File: config.mk
export PLATFORM = sky130hd
export DESIGN_NAME = tp_sequence_monitor
export DESIGN_NICKNAME = d
export VERILOG_FILES = /design/src/rtl/tp_sequence_monitor.sv
export SDC_FILE = /design/constraint.sdc
export NUM_CORES = 1
export LEC_CHECK = 0
export CAP_MARGIN = 20
export CORE_ASPECT_RATIO = 0.75
export CORE_MARGIN = 2
export CORE_UTILIZATION = 45
export CTS_BUF_LIST = sky130_fd_sc_hd__clkbuf_4
export CTS_CLUSTER_SIZE = 25
export DETAILED_ROUTE_END_ITERATION = 10
export PLACE_DENSITY = 0.67
export SLEW_MARGIN = 20
export SYNTH_ARGS = -nofsm -noshare
export SYNTH_HDL_FRONTEND = slang
export SYNTH_SLANG_ARGS = --single-unit
File: constraint.sdc
create_clock -name SIM_CLK -period 8.5 [get_ports SIM_CLK]
set_input_delay 1.7 -clock SIM_CLK [delete_from_list [all_inputs] [get_ports SIM_CLK]]
set_output_delay 1.7 -clock SIM_CLK [all_outputs]
set_load 0.02 [all_outputs]
File: src/rtl/tp_sequence_monitor.sv
// tp_sequence_monitor: receive-side checker for the timer time pulses T01..T12.
// Tracks the T01->T12 succession, counts completed memory cycles, and flags
// out-of-order, multi-edge and (optionally) stall faults.
// Optional stall watchdog is compiled in when TPMON_WATCHDOG_EN is defined.
module tp_sequence_monitor #(
    parameter int unsigned MCT_W      = 16,
    parameter int unsigned ERR_W      = 8,
    parameter int unsigned MAX_ERR    = 4,
    parameter int unsigned WDOG_LIMIT = 200
) (
    input  logic             SIM_CLK,
    input  logic             SIM_RST_,
    input  logic             T01,
    input  logic             T02,
    input  logic             T03,
    input  logic             T04,
    input  logic             T05,
    input  logic             T06,
    input  logic             T07,
    input  logic             T08,
    input  logic             T09,
    input  logic             T10,
    input  logic             T11,
    input  logic             T12,
    input  logic             STOP,
    input  logic             GOJAM,
    input  logic             CLR,
    output logic [3:0]       TPIDX,
    output logic             LOCKED,
    output logic             MCT_STB,
    output logic [MCT_W-1:0] MCT_CNT,
    output logic             SEQ_ERR,
    output logic             OHOT_ERR,
    output logic             WDOG_ERR,
    output logic [ERR_W-1:0] ERR_CNT,
    output logic             FAULT
);

    localparam int unsigned NT = 12;

    typedef enum logic [1:0] {
        ST_SYNC  = 2'd0,
        ST_RUN   = 2'd1,
        ST_FAULT = 2'd2
    } state_e;

    state_e           state_q, state_d;
    logic [NT-1:0]    t_c;
    logic [NT-1:0]    t_d_q;
    logic [NT-1:0]    edge_c;
    logic             multi_edge_c;
    logic [3:0]       edge_idx_c;
    logic [3:0]       exp_idx_c;
    logic             err_event_c;

    logic [3:0]       tpidx_q, tpidx_d;
    logic             mct_stb_q, mct_stb_d;
    logic [MCT_W-1:0] mct_cnt_q, mct_cnt_d;
    logic             seq_err_q, seq_err_d;
    logic             ohot_err_q, ohot_err_d;
    logic             wdog_err_q, wdog_err_d;
    logic [ERR_W-1:0] err_cnt_q, err_cnt_d;
    logic             locked_c, fault_c;

`ifdef TPMON_WATCHDOG_EN
    localparam int unsigned WDOG_W = $clog2(WDOG_LIMIT + 1);
    logic [WDOG_W-1:0] wdog_q, wdog_d;
`else
    logic unused_wdog;
    assign unused_wdog = STOP | (WDOG_LIMIT == 0);
`endif

    assign t_c          = {T12, T11, T10, T09, T08, T07, T06, T05, T04, T03, T02, T01};
    assign edge_c       = t_c & ~t_d_q;
    assign multi_edge_c = |(edge_c & (edge_c - NT'(1)));
    assign exp_idx_c    = (tpidx_q == 4'd12) ? 4'd1 : tpidx_q + 4'd1;

    // Index (1..12) of the single rising edge, 0 when none.
    always_comb begin
        edge_idx_c = 4'd0;
        for (int i = 0; i < NT; i++) begin
            if (edge_c[i]) edge_idx_c = 4'(i + 1);
        end
    end

    // State register.
    always_ff @(posedge SIM_CLK or negedge SIM_RST_) begin
        if (!SIM_RST_) state_q <= ST_SYNC;
        else           state_q <= state_d;
    end

    // Next-state and datapath: CLR > GOJAM > edge processing > watchdog.
    always_comb begin
        state_d     = state_q;
        tpidx_d     = tpidx_q;
        mct_stb_d   = 1'b0;
        mct_cnt_d   = mct_cnt_q;
        seq_err_d   = seq_err_q;
        ohot_err_d  = ohot_err_q;
        wdog_err_d  = wdog_err_q;
        err_cnt_d   = err_cnt_q;
        err_event_c = 1'b0;
`ifdef TPMON_WATCHDOG_EN
        wdog_d      = wdog_q;
`endif
        if (CLR) begin
            state_d    = ST_SYNC;
            tpidx_d    = 4'd0;
            mct_cnt_d  = '0;
            seq_err_d  = 1'b0;
            ohot_err_d = 1'b0;
            wdog_err_d = 1'b0;
            err_cnt_d  = '0;
`ifdef TPMON_WATCHDOG_EN
            wdog_d     = '0;
`endif
        end else if (state_q == ST_FAULT) begin
            state_d = ST_FAULT;
        end else if (GOJAM) begin
            state_d = ST_SYNC;
            tpidx_d = 4'd0;
`ifdef TPMON_WATCHDOG_EN
            wdog_d  = '0;
`endif
        end else if (multi_edge_c) begin
            ohot_err_d  = 1'b1;
            err_event_c = 1'b1;
            state_d     = ST_SYNC;
            tpidx_d     = 4'd0;
        end else if (edge_idx_c != 4'd0) begin
            if (state_q == ST_SYNC) begin
                if (edge_idx_c == 4'd1) begin
                    state_d = ST_RUN;
                    tpidx_d = 4'd1;
`ifdef TPMON_WATCHDOG_EN
                    wdog_d  = '0;
`endif
                end
            end else if (edge_idx_c == exp_idx_c) begin
                tpidx_d = edge_idx_c;
`ifdef TPMON_WATCHDOG_EN
                wdog_d  = '0;
`endif
                if (edge_idx_c == 4'd1) begin
                    mct_stb_d = 1'b1;
                    mct_cnt_d = mct_cnt_q + MCT_W'(1);
                end
            end else begin
                seq_err_d   = 1'b1;
                err_event_c = 1'b1;
                state_d     = ST_SYNC;
                tpidx_d     = 4'd0;
            end
        end else if (state_q == ST_RUN) begin
`ifdef TPMON_WATCHDOG_EN
            if (!STOP) begin
                if (wdog_q == WDOG_W'(WDOG_LIMIT - 1)) begin
                    wdog_err_d  = 1'b1;
                    err_event_c = 1'b1;
                    state_d     = ST_SYNC;
                    tpidx_d     = 4'd0;
                    wdog_d      = '0;
                end else begin
                    wdog_d = wdog_q + WDOG_W'(1);
                end
            end
`endif
        end

        // Several sources in one cycle count once; reaching MAX_ERR latches FAULT.
        if (err_event_c) begin
            err_cnt_d = (err_cnt_q == '1) ? err_cnt_q : err_cnt_q + ERR_W'(1);
            if (32'(err_cnt_d) >= MAX_ERR) begin
                state_d = ST_FAULT;
                tpidx_d = 4'd0;
            end
        end
    end

    // Output decode from the registered state.
    always_comb begin
        locked_c = 1'b0;
        fault_c  = 1'b0;
        case (state_q)
            ST_RUN:   locked_c = 1'b1;
            ST_FAULT: fault_c  = 1'b1;
            default:  ;
        endcase
    end

    // Datapath registers.
    always_ff @(posedge SIM_CLK or negedge SIM_RST_) begin
        if (!SIM_RST_) begin
            t_d_q      <= '0;
            tpidx_q    <= 4'd0;
            mct_stb_q  <= 1'b0;
            mct_cnt_q  <= '0;
            seq_err_q  <= 1'b0;
            ohot_err_q <= 1'b0;
            wdog_err_q <= 1'b0;
            err_cnt_q  <= '0;
        end else begin
            t_d_q      <= t_c;
            tpidx_q    <= tpidx_d;
            mct_stb_q  <= mct_stb_d;
            mct_cnt_q  <= mct_cnt_d;
            seq_err_q  <= seq_err_d;
            ohot_err_q <= ohot_err_d;
            wdog_err_q <= wdog_err_d;
            err_cnt_q  <= err_cnt_d;
        end
    end

`ifdef TPMON_WATCHDOG_EN
    // Stall watchdog counter.
    always_ff @(posedge SIM_CLK or negedge SIM_RST_) begin
        if (!SIM_RST_) wdog_q <= '0;
        else           wdog_q <= wdog_d;
    end
`endif

    assign TPIDX    = tpidx_q;
    assign LOCKED   = locked_c;
    assign FAULT    = fault_c;
    assign MCT_STB  = mct_stb_q;
    assign MCT_CNT  = mct_cnt_q;
    assign SEQ_ERR  = seq_err_q;
    assign OHOT_ERR = ohot_err_q;
    assign WDOG_ERR = wdog_err_q;
    assign ERR_CNT  = err_cnt_q;

endmodule

==> impl_metrics.json, run 1 <==
{
  "synth_top_family_by_area": "simple AND/OR/NAND/NOR gates",
  "synth_top_cell_by_area": "dfrtp_1",
  "critPathKind": "in -> reg",
  "floorplan.die_area_mm2": 0.006812,
  "first_pass_iters": 4,
  "cts.hold.buffers_added": 0,
  "outcome": "completed",
  "final_max_slew_violation_count": 0,
  "cp.buffers_inverters": 1,
  "delay_heaviest_family_cp": "compound AO/OA/AOI/OAI gates",
  "initial_antenna_violation_count": 0,
  "unrepaired_setup_endpoints_after_global_routing": "false",
  "routedWlPerCell_um": 15.05,
  "via_per_inst": 5.824,
  "critical_path_top_delay_cell": "a221oi_1",
  "critPathMaxStageDelay_ns": 0.55,
  "transition_time_of_the_tightest_slew_check_pin_ns": 0.8496,
  "dieWidth_um": 94.64,
  "placement.io_buffers": 48,
  "netSwitchingFraction": 0.2846,
  "areaGrowthSynthToFinish_pct": 19.68,
  "first_iter_violations": 125,
  "grt_start_max_net_pins": 46,
  "fmax_mhz": 218.7,
  "required_ns": 8.77,
  "post_route_cells_drive_above_1_share": 0.08732,
  "average_cell_area_after_synthesis_um2": 8.944,
  "power.share.sequential": 0.581,
  "rows": 24,
  "post_synth_instance_area_mm2": 0.002773,
  "finalWeightedCongestion": 0.9228,
  "timing_hold_violations_final": 0,
  "postSynthRegisterBits": 45,
  "first_pass_grt_wire_length_mm": 10.85,
  "cts_buffer_depth": 2,
  "post_synthesis_compound_gate_area_fraction": 0.1949,
  "min_period_over_period": 0.5379,
  "fin_skew_ns": 0.01671,
  "drv.max_cap_violation_count": 0,
  "synth_enable_flop_cells": 0,
  "globalRoute.totalOverflow": 0,
  "syn-num-nets": 331,
  "synthesis.yosys.warnings": 0,
  "fin_util": 0.5638,
  "report.final.setup_viol": 0,
  "min_period_ns": 4.572,
  "power_leakage_nw": 1.292,
  "postSynth.topFlopCell": "dfrtp_1",
  "timing.critical_path.fanout_max": 5,
  "clkTransAtPathRegs_ns": 0.13,
  "grt_use_total": 0.2015,
  "clock_sinks": 45,
  "root_buffer": "clkbuf_4",
  "worst_setup_start_kind": "input port",
  "finalNetCount": 377,
  "cts_resized": 0,
  "comb_power_share": 0.167,
  "area_fraction_in_and_or_nand_and_nor_cells_after_synthesis": 0.2888,
  "post_cts_buffers": 0,
  "via_count": 2522,
  "drcViolationCount": 0,
  "timing.max_slew.rel_slack": 0.4318,
  "ys_async_sr_fraction": 1.000,
  "tritoncts": "yes",
  "core-area_mm2": 0.005886,
  "post-synth-top-count-cell": "dfrtp_1",
  "share_of_synthesized_cell_area_in_full_adder_half_adder_and_majority_cells": 0.02166,
  "synth-xor-area-share": 0.03159,
  "worstPathArrival_ns": 4.84,
  "ant_nets": 0,
  "muxShareOfSynthArea": 0.01173,
  "syn-instance-count": 310,
  "insertedDiodeCount": 0,
  "synth_sequential_area_ratio": 0.4061,
  "share_of_the_synthesized_area_in_the_top_cell_type": 0.4061,
  "power_density_mw_per_mm2": 114.8,
  "worstPathCellList": "clkdlybuf4s50_1, nor2b_1, nor4_1, a221oi_1, xnor2_1, nand3_1, o21ai_0, o21ai_0, nor4_1",
  "vdd_drop_max_v": 0.00006986,
  "worst_hold_path_type": "reg -> reg",
  "clkPwrFrac": 0.252,
  "routed_wl_mm": 6.517,
  "synth_area_leaders": "dfrtp_1, a21oi_1, nor2_1",
  "cts_made_buffers": 5,
  "ios": 51,
  "start_util": 0.4711,
  "ys_top_cells_by_count": "dfrtp_1, nor2_1, a21oi_1",
  "h-tree-depth": 2,
  "die_y_um": 71.98,
  "synth_cell_type_count": 61,
  "grt_pass1_vias": 2276,
  "setup-tns-final_ns": 0,
  "detailed_place_hpwl_mm": 4.894,
  "p_switching_uw": 108.4,
  "worst_setup_path_end_kind": "flip-flop",
  "insertion_delay_ns": 0.36,
  "cell_internal_pwr_uw": 272.5
}
## power groups by stage
stage | clock (mW) | combinational, mW | sequential, mW
2_1_floorplan | 0 | 0.0373 | 0.227
3_3_place_gp | 0 | 0.0632 | 0.225
3_5_place_dp | 0 | 0.0637 | 0.225
4_1_cts | 0.102 | 0.0640 | 0.221
5_1_grt | 0.109 | 0.0706 | 0.222
6_report | 0.0960 | 0.0635 | 0.221
## through the flow
| stage | worst slack (ns) | hold slack (ns) | area (um^2) | instances | total power, mW |
|---|---|---|---|---|---|
| floorplan | 4.453 | 0.6068 | 2773 | 310 | 0.2641 |
| global placement | 3.638 | 0.4807 | 3273 | 427 | 0.2885 |
| detailed placement | 3.578 | 0.4828 | 3273 | 427 | 0.2892 |
| CTS | 3.961 | 0.5118 | 3316 | 433 | 0.3871 |
| global route | 3.748 | 0.5285 | 3318 | 433 | 0.4023 |
| finish | 3.928 | 0.5081 | 3318 | 433 | 0.3810 |
## final cells by class
| class | instances | area, um^2 |
|---|---|---|
| Fill cell | 560 | 2567 |
| Inverter | 13 | 48.80 |
| Clock buffer | 5 | 37.54 |
| Timing Repair Buffer | 48 | 478.0 |
| Sequential cell | 45 | 1126 |
| Multi-Input combinational cell | 243 | 1525 |
| Clock inverter | 1 | 5.005 |
| Tap cell | 78 | 97.59 |
## final timing paths
check	slack [ns]	startpoint	depth (start not counted)	end
worst max-delay path	3.93	T07	9	state_q[0]
max in group asynchronous	6.79	SIM_RST_	1	t_d_q[10]
worst max register to register	5.37	t_d_q[4]	8	MCT_CNT[10]
worst min register to register	0.51	OHOT_ERR	1	OHOT_ERR
min in group asynchronous	1.32	SIM_RST_	1	TPIDX[2]
worst min-delay path	0.51	OHOT_ERR	1	OHOT_ERR
## layout by cell type, fill, tap and decap left out, types with 7 or more instances in the layout
| cell type | instances |
|---|---|
| clkdlybuf4s50_1 | 47 |
| dfrtp_1 | 45 |
| nor2_1 | 28 |
| a21oi_1 | 23 |
| nand2_1 | 22 |
| nand3_1 | 17 |
| inv_1 | 13 |
| nor4_1 | 12 |
| o21ai_0 | 10 |
| nor2b_1 | 8 |
| and3_1 | 8 |
| nand4_1 | 7 |
## registers in the layout, summed over array words and instances, names as in the netlist
register,count
ERR_CNT,8
MCT_CNT,16
MCT_STB,1
OHOT_ERR,1
SEQ_ERR,1
TPIDX,4
state_q,2
t_d_q,12
## cell families (layout without fill, tap and decap cells)
logic type,after synthesis,count (layout)
mux,3,3
compound gates,81,81
buf+inv,22,67
xor+xnor,10,10
other cells,1,1
fa+ha+maj,5,5
flops,45,45
simple gates,143,143
## metal layers
metal	vias up	share of wire	wire, um	global-route usage
li1	1236	-	-	-
met1	1215	0.50	3291	0.3038
met2	64	0.44	2838	0.2963
met3	7	0.049	321	0.03634
met4	0	0.010	65	0.05958
met5	-	0	0	0
## worst reg2reg max path, stage by stage (launching register included)
cell and delay, ns:
dfrtp_1 0.37, nand2b_2 0.18, and4_1 0.23, or4b_1 0.60, nor4_1 0.40, nand4_1 0.32, nor4_1 0.56, a21oi_1 0.15
o21a_1 0.21
Power figures use the tool's default switching activity.
==> run 2, diff against run 1 <==
--- a/config.mk
+++ b/config.mk
@@ -12,7 +12,7 @@
 export CTS_BUF_LIST = sky130_fd_sc_hd__clkbuf_4
 export CTS_CLUSTER_SIZE = 25
 export DETAILED_ROUTE_END_ITERATION = 10
-export PLACE_DENSITY = 0.67
+export PLACE_DENSITY = 0.7
 export SLEW_MARGIN = 20
 export SYNTH_ARGS = -nofsm -noshare
 export SYNTH_HDL_FRONTEND = slang
==> constraint.sdc (replaced) <==
create_clock -name SIM_CLK -period 3.92 [get_ports SIM_CLK]
set_input_delay 0.784 -clock SIM_CLK [delete_from_list [all_inputs] [get_ports SIM_CLK]]
set_output_delay 0.784 -clock SIM_CLK [all_outputs]
set_load 0.02 [all_outputs]
==> run 2 against run 1 <==
Cell count is 3.2% higher. Flip-flop and latch count stayed put. Global-route usage is 0.27 points higher. Clock skew is 0.0017 ns lower. Via count is 2.9% higher. Hold slack worse by 0.10 ns. Combinational power is 140% higher. Clock power is 120% higher. Register-to-register slack worse by 4.4 ns. Die area stayed put. Sequential power is 120% higher. Critical path type unchanged. Largest power group unchanged.
==> impl_metrics.json, run 2 (same netlist as run 1, synthesis figures left out) <==
{
  "outcome": "completed",
  "comb_power_share": 0.181,
  "hold_slack_ns": 0.4034,
  "delay_heaviest_family_cp": "simple AND/OR/NAND/NOR gates",
  "detailed_place_hpwl_mm": 5.067,
  "ios": 51,
  "globalRoute.totalOverflow": 0,
  "timing.max_slew.rel_slack": 0.4931,
  "fin_skew_ns": 0.01506,
  "grt_start_max_net_pins": 46,
  "clkTransAtPathRegs_ns": 0.13,
  "die_y_um": 71.98,
  "min_period_over_period": 0.8844,
  "cts_buffer_depth": 2,
  "start_util": 0.4711,
  "min_period_ns": 3.467,
  "fin_total_pwr_uw": 847.5,
  "drv.max_cap_violation_count": 0,
  "power.share.sequential": 0.566,
  "h-tree-depth": 2,
  "finalWeightedCongestion": 0.9395,
  "worst_setup_start_kind": "input port",
  "p_switching_uw": 235.3,
  "cts_resized": 0,
  "fmax_mhz": 288.4,
  "unrepaired_setup_endpoints_after_global_routing": "false",
  "worstPathArrival_ns": 3.76,
  "critPathKind": "in -> reg",
  "worstPathCellList": "clkdlybuf4s50_1, or2b_2, nand4_1, or4b_1, nor3_4, nand4_1, or3_1, or4_1, a21oi_1",
  "final_max_slew_violation_count": 0,
  "core-area_mm2": 0.005886,
  "vdd_drop_max_v": 0.0001711,
  "required_ns": 4.21,
  "via_per_inst": 5.803,
  "grt_use_total": 0.2042,
  "drcViolationCount": 0,
  "first_iter_violations": 181,
  "cp.buffers_inverters": 1,
  "total_area_of_multi_input_combinational_cells_mm2": 0.001525,
  "seqCellArea_mm2": 0.001126,
  "post_route_cells_drive_above_1_share": 0.1192,
  "transition_time_of_the_tightest_slew_check_pin_ns": 0.7524,
  "dieWidth_um": 94.64,
  "critical_path_top_delay_cell": "or4b_1",
  "grt_pass1_vias": 2299,
  "timing.critical_path.mode_cell": "nand4_1",
  "timing.critical_path.fanout_max": 10,
  "worst_hold_path_type": "in -> async",
  "routedWlPerCell_um": 15.01,
  "floorplan.die_area_mm2": 0.006812,
  "areaGrowthSynthToFinish_pct": 23.42,
  "top_library_cells_by_usage_in_the_layout_fill_and_taps_aside": "clkdlybuf4s50_1, dfrtp_1, nor2_1",
  "ant_nets": 0,
  "routed_wl_mm": 6.709,
  "placement.io_buffers": 48,
  "timing_hold_violations_final": 0,
  "initial_antenna_violation_count": 0,
  "cts_made_buffers": 5,
  "via_count": 2594,
  "power_density_mw_per_mm2": 247.7,
  "clock_sinks": 45,
  "largest_reg_flops": 16,
  "rows": 24,
  "cell_internal_pwr_uw": 612.2,
  "first_pass_iters": 5,
  "tritoncts": "yes",
  "power_leakage_nw": 1.358,
  "fin_util": 0.5814,
  "post_cts_buffers": 0,
  "setup-tns-final_ns": 0,
  "insertedDiodeCount": 0,
  "first_pass_grt_wire_length_mm": 11.04,
  "root_buffer": "clkbuf_4",
  "layout_commonest_cell": "clkdlybuf4s50_1",
  "clkPwrFrac": 0.252,
  "critPathMaxStageDelay_ns": 0.65,
  "report.final.setup_viol": 0,
  "worst_setup_path_end_kind": "flip-flop",
  "finalNetCount": 390,
  "cts.hold.buffers_added": 0,
  "netSwitchingFraction": 0.2777,
  "insertion_delay_ns": 0.35,
  "fillers": 575
}
==> run 2: worst paths after layout <==
| kind | from | end | slack [ns] | cells after the start |
|---|---|---|---|---|
| min in group SIM_CLK | OHOT_ERR | OHOT_ERR | 0.52 | 1 |
| max in group asynchronous | SIM_RST_ | t_d_q[6] | 3.10 | 1 |
| hold reg to reg | OHOT_ERR | OHOT_ERR | 0.52 | 1 |
| hold / removal | SIM_RST_ | SEQ_ERR | 0.40 | 1 |
| setup / recovery | T11 | MCT_CNT[5] | 0.45 | 9 |
| setup reg to reg | t_d_q[5] | MCT_CNT[5] | 0.97 | 8 |
==> run 2: metrics by stage <==
stage	instances	instance area, um^2	worst slack, ns
2_1_floorplan	310	2773	0.7886
3_3_place_gp	440	3371	0.1206
3_5_place_dp	440	3371	0.1094
4_1_cts	447	3420	0.4803
5_1_grt	447	3422	0.2996
6_report	447	3422	0.4531
==> run 2: metal layers <==
layer,vias up,global-route usage,wire (um)
met5,-,0,0
met4,0,0.03865,44
met3,7,0.04154,470
met2,99,0.2971,2826
met1,1226,0.3172,3367
li1,1262,-,-
==> run 2: final cells by class <==
type,count,area share
multi-input combinational,243,0.4457
sequential,45,0.3291
timing repair buffer,61,0.1682
tap,78,0.02852
inverter,13,0.01426
clock buffer,6,0.01316
clock inverter,1,0.001097
==> run 2: power groups by stage <==
stage                     clock network (mW)  registers, mW  logic [mW]
after detailed placement                   0          0.489       0.152
after CTS                              0.226          0.480       0.153
after global routing                   0.240          0.482       0.170
final                                  0.214          0.480       0.154
after floorplan                            0          0.492      0.0809
after global placement                     0          0.489       0.151
==> run 3, diff against run 2 <==
--- a/config.mk
+++ b/config.mk
@@ -12,7 +12,9 @@
 export CTS_BUF_LIST = sky130_fd_sc_hd__clkbuf_4
 export CTS_CLUSTER_SIZE = 25
 export DETAILED_ROUTE_END_ITERATION = 10
+export GPL_ROUTABILITY_DRIVEN = 0
 export PLACE_DENSITY = 0.7
+export SKIP_CTS_REPAIR_TIMING = 1
 export SLEW_MARGIN = 20
 export SYNTH_ARGS = -nofsm -noshare
 export SYNTH_HDL_FRONTEND = slang
==> run 3 against run 2 <==
Maximum frequency shrank 1.5%. Total power grew 2.1%. Sequential power about the same. Clock power rose by 9.3%. Routed wire length about the same. First-iteration DRC count is 24% lower. Flip-flop and latch count stayed put. Critical endpoint is now MCT_CNT[14].
==> impl_metrics.json, run 3 (same netlist as run 1, synthesis figures left out) <==
{
  "outcome": "completed",
  "report.final.setup_viol": 0,
  "root_buffer": "clkbuf_4",
  "layout_setup_ws_ns": 0.4010,
  "min_period_over_period": 0.8977,
  "min_period_ns": 3.519,
  "areaGrowthSynthToFinish_pct": 23.51,
  "timing.critical_path.mode_cell": "nand4_1",
  "cts_made_buffers": 5,
  "cp.buffers_inverters": 1,
  "timing.critical_path.fanout_max": 10,
  "post_route_cells_drive_above_1_share": 0.1220,
  "via_count": 2613,
  "grt_use_total": 0.2051,
  "critPathMaxStageDelay_ns": 0.64,
  "r2r.worst_path.cells": 8,
  "power_leakage_nw": 1.354,
  "fmax_mhz": 284.2,
  "largest_reg_flops": 16,
  "placedCellCount": 439,
  "worst_setup_start_kind": "input port",
  "routedWlPerCell_um": 15.01,
  "worstPathCellList": "clkdlybuf4s50_1, or2b_2, nand4_1, or4b_1, nor3_4, nand4_1, or3_1, or4_1, a21oi_1",
  "timing_hold_violations_final": 0,
  "first_pass_iters": 6,
  "routed_wl_mm": 6.711,
  "finalInstanceArea_mm2": 0.003425,
  "clock_sinks": 45,
  "worst_setup_path_end_kind": "flip-flop",
  "clkTransAtPathRegs_ns": 0.15,
  "grt_start_max_net_pins": 46,
  "insertedDiodeCount": 0,
  "worstPathArrival_ns": 3.82,
  "placement.io_buffers": 48,
  "postPlaceCellArea_mm2": 0.003363,
  "globalRoute.totalOverflow": 0,
  "via_per_inst": 5.846,
  "first_iter_violations": 138,
  "top_library_cells_by_usage_in_the_layout_fill_and_taps_aside": "clkdlybuf4s50_1, dfrtp_1, nor2_1",
  "timing.max_slew.rel_slack": 0.5154,
  "final_cell_count_no_fill": 447,
  "insertion_delay_ns": 0.36,
  "dieWidth_um": 94.64,
  "detailed_place_hpwl_mm": 5.106,
  "detailedPlace.worstSlack_ns": 0.02936,
  "finalNetCount": 389,
  "grt_pass1_vias": 2412,
  "rows": 24,
  "first_pass_grt_wire_length_mm": 11.18,
  "r2r_slack_ns": 0.93,
  "unrepaired_setup_endpoints_after_global_routing": "false",
  "fin_skew_ns": 0.01138,
  "layout_commonest_cell": "clkdlybuf4s50_1",
  "drv.max_cap_violation_count": 0,
  "die_y_um": 71.98,
  "critical_path.reg2reg.startpoint": "t_d_q[3]",
  "drcViolationCount": 0,
  "start_util": 0.4711,
  "final_max_slew_violation_count": 0,
  "floorplan.die_area_mm2": 0.006812,
  "timing.rr.end": "MCT_CNT[14]",
  "fillers": 553,
  "ios": 51,
  "transition_time_of_the_tightest_slew_check_pin_ns": 0.7193,
  "critical_path_top_delay_cell": "or4b_1",
  "delay_heaviest_family_cp": "simple AND/OR/NAND/NOR gates",
  "core-area_mm2": 0.005886,
  "h-tree-depth": 2,
  "cts_buffer_depth": 2,
  "required_ns": 4.22,
  "tritoncts": "yes",
  "power_density_mw_per_mm2": 252.8,
  "setup-tns-final_ns": 0,
  "ant_nets": 0,
  "vdd_drop_max_v": 0.0002265,
  "critPathKind": "in -> reg",
  "initial_antenna_violation_count": 0,
  "worst_hold_path_type": "in -> async"
}
[run 3: cell types whose count changed in the layout (fill, tap and decap cells not counted), sizes merged]
cell,delta
buf,-1
clkbuf,-1
clkinvlp,+1
inv,+1
[run 3: how the worst max path moves through the flow]
stage | endpoint | depth (start not counted) | from
floorplan | MCT_CNT[5] | 10 | T11
global placement | MCT_CNT[5] | 9 | T11
detailed placement | MCT_CNT[14] | 9 | T11
CTS | MCT_CNT[14] | 9 | T11
global route | MCT_CNT[14] | 9 | T10
finish | MCT_CNT[14] | 9 | T11
[run 3: per-layer routing]
layer  part of all wire  GRT usage
met3              0.056    0.03427
met1               0.49     0.3105
met5                  0          0
met4             0.0042    0.04026
met2               0.45     0.3128
[run 3: final cells by class]
cell class                      instances  area, um^2  share of cell area
Tap cell                               78       97.59             0.02850
Clock inverter                          3       21.27            0.006211
Timing Repair Buffer                   60       568.0              0.1659
Clock buffer                            5       37.54             0.01096
Multi-Input combinational cell        243        1525              0.4454
Sequential cell                        45        1126              0.3288
Inverter                               13       48.80             0.01425
[run 3: worst register-to-register path: cells and delay by family (launching register included)]
kind	cells	cell delay [ns]
DFF	1	0.35
and+or+nand+nor	7	2.42
AOI/OAI and AO/OA	1	0.16
[run 3: through the flow]
step           total power, mW  hold slack [ns]    util
3_3_place_gp            0.6355           0.4841  0.5714
3_5_place_dp            0.6392           0.4912  0.5714
4_1_cts                 0.8715           0.5239  0.5814
5_1_grt                 0.9123           0.4209  0.5818
6_report                0.8657           0.4023  0.5818
2_1_floorplan           0.5727           0.4884       -
[run 3: where the power goes]
group / internal [mW] / switching [mW] / leakage, nW
clock: 0.0713 / 0.162 / 0.0316
sequential: 0.474 / 0.00647 / 0.598
combinational: 0.0652 / 0.0866 / 0.724
total: 0.610 / 0.255 / 1.35
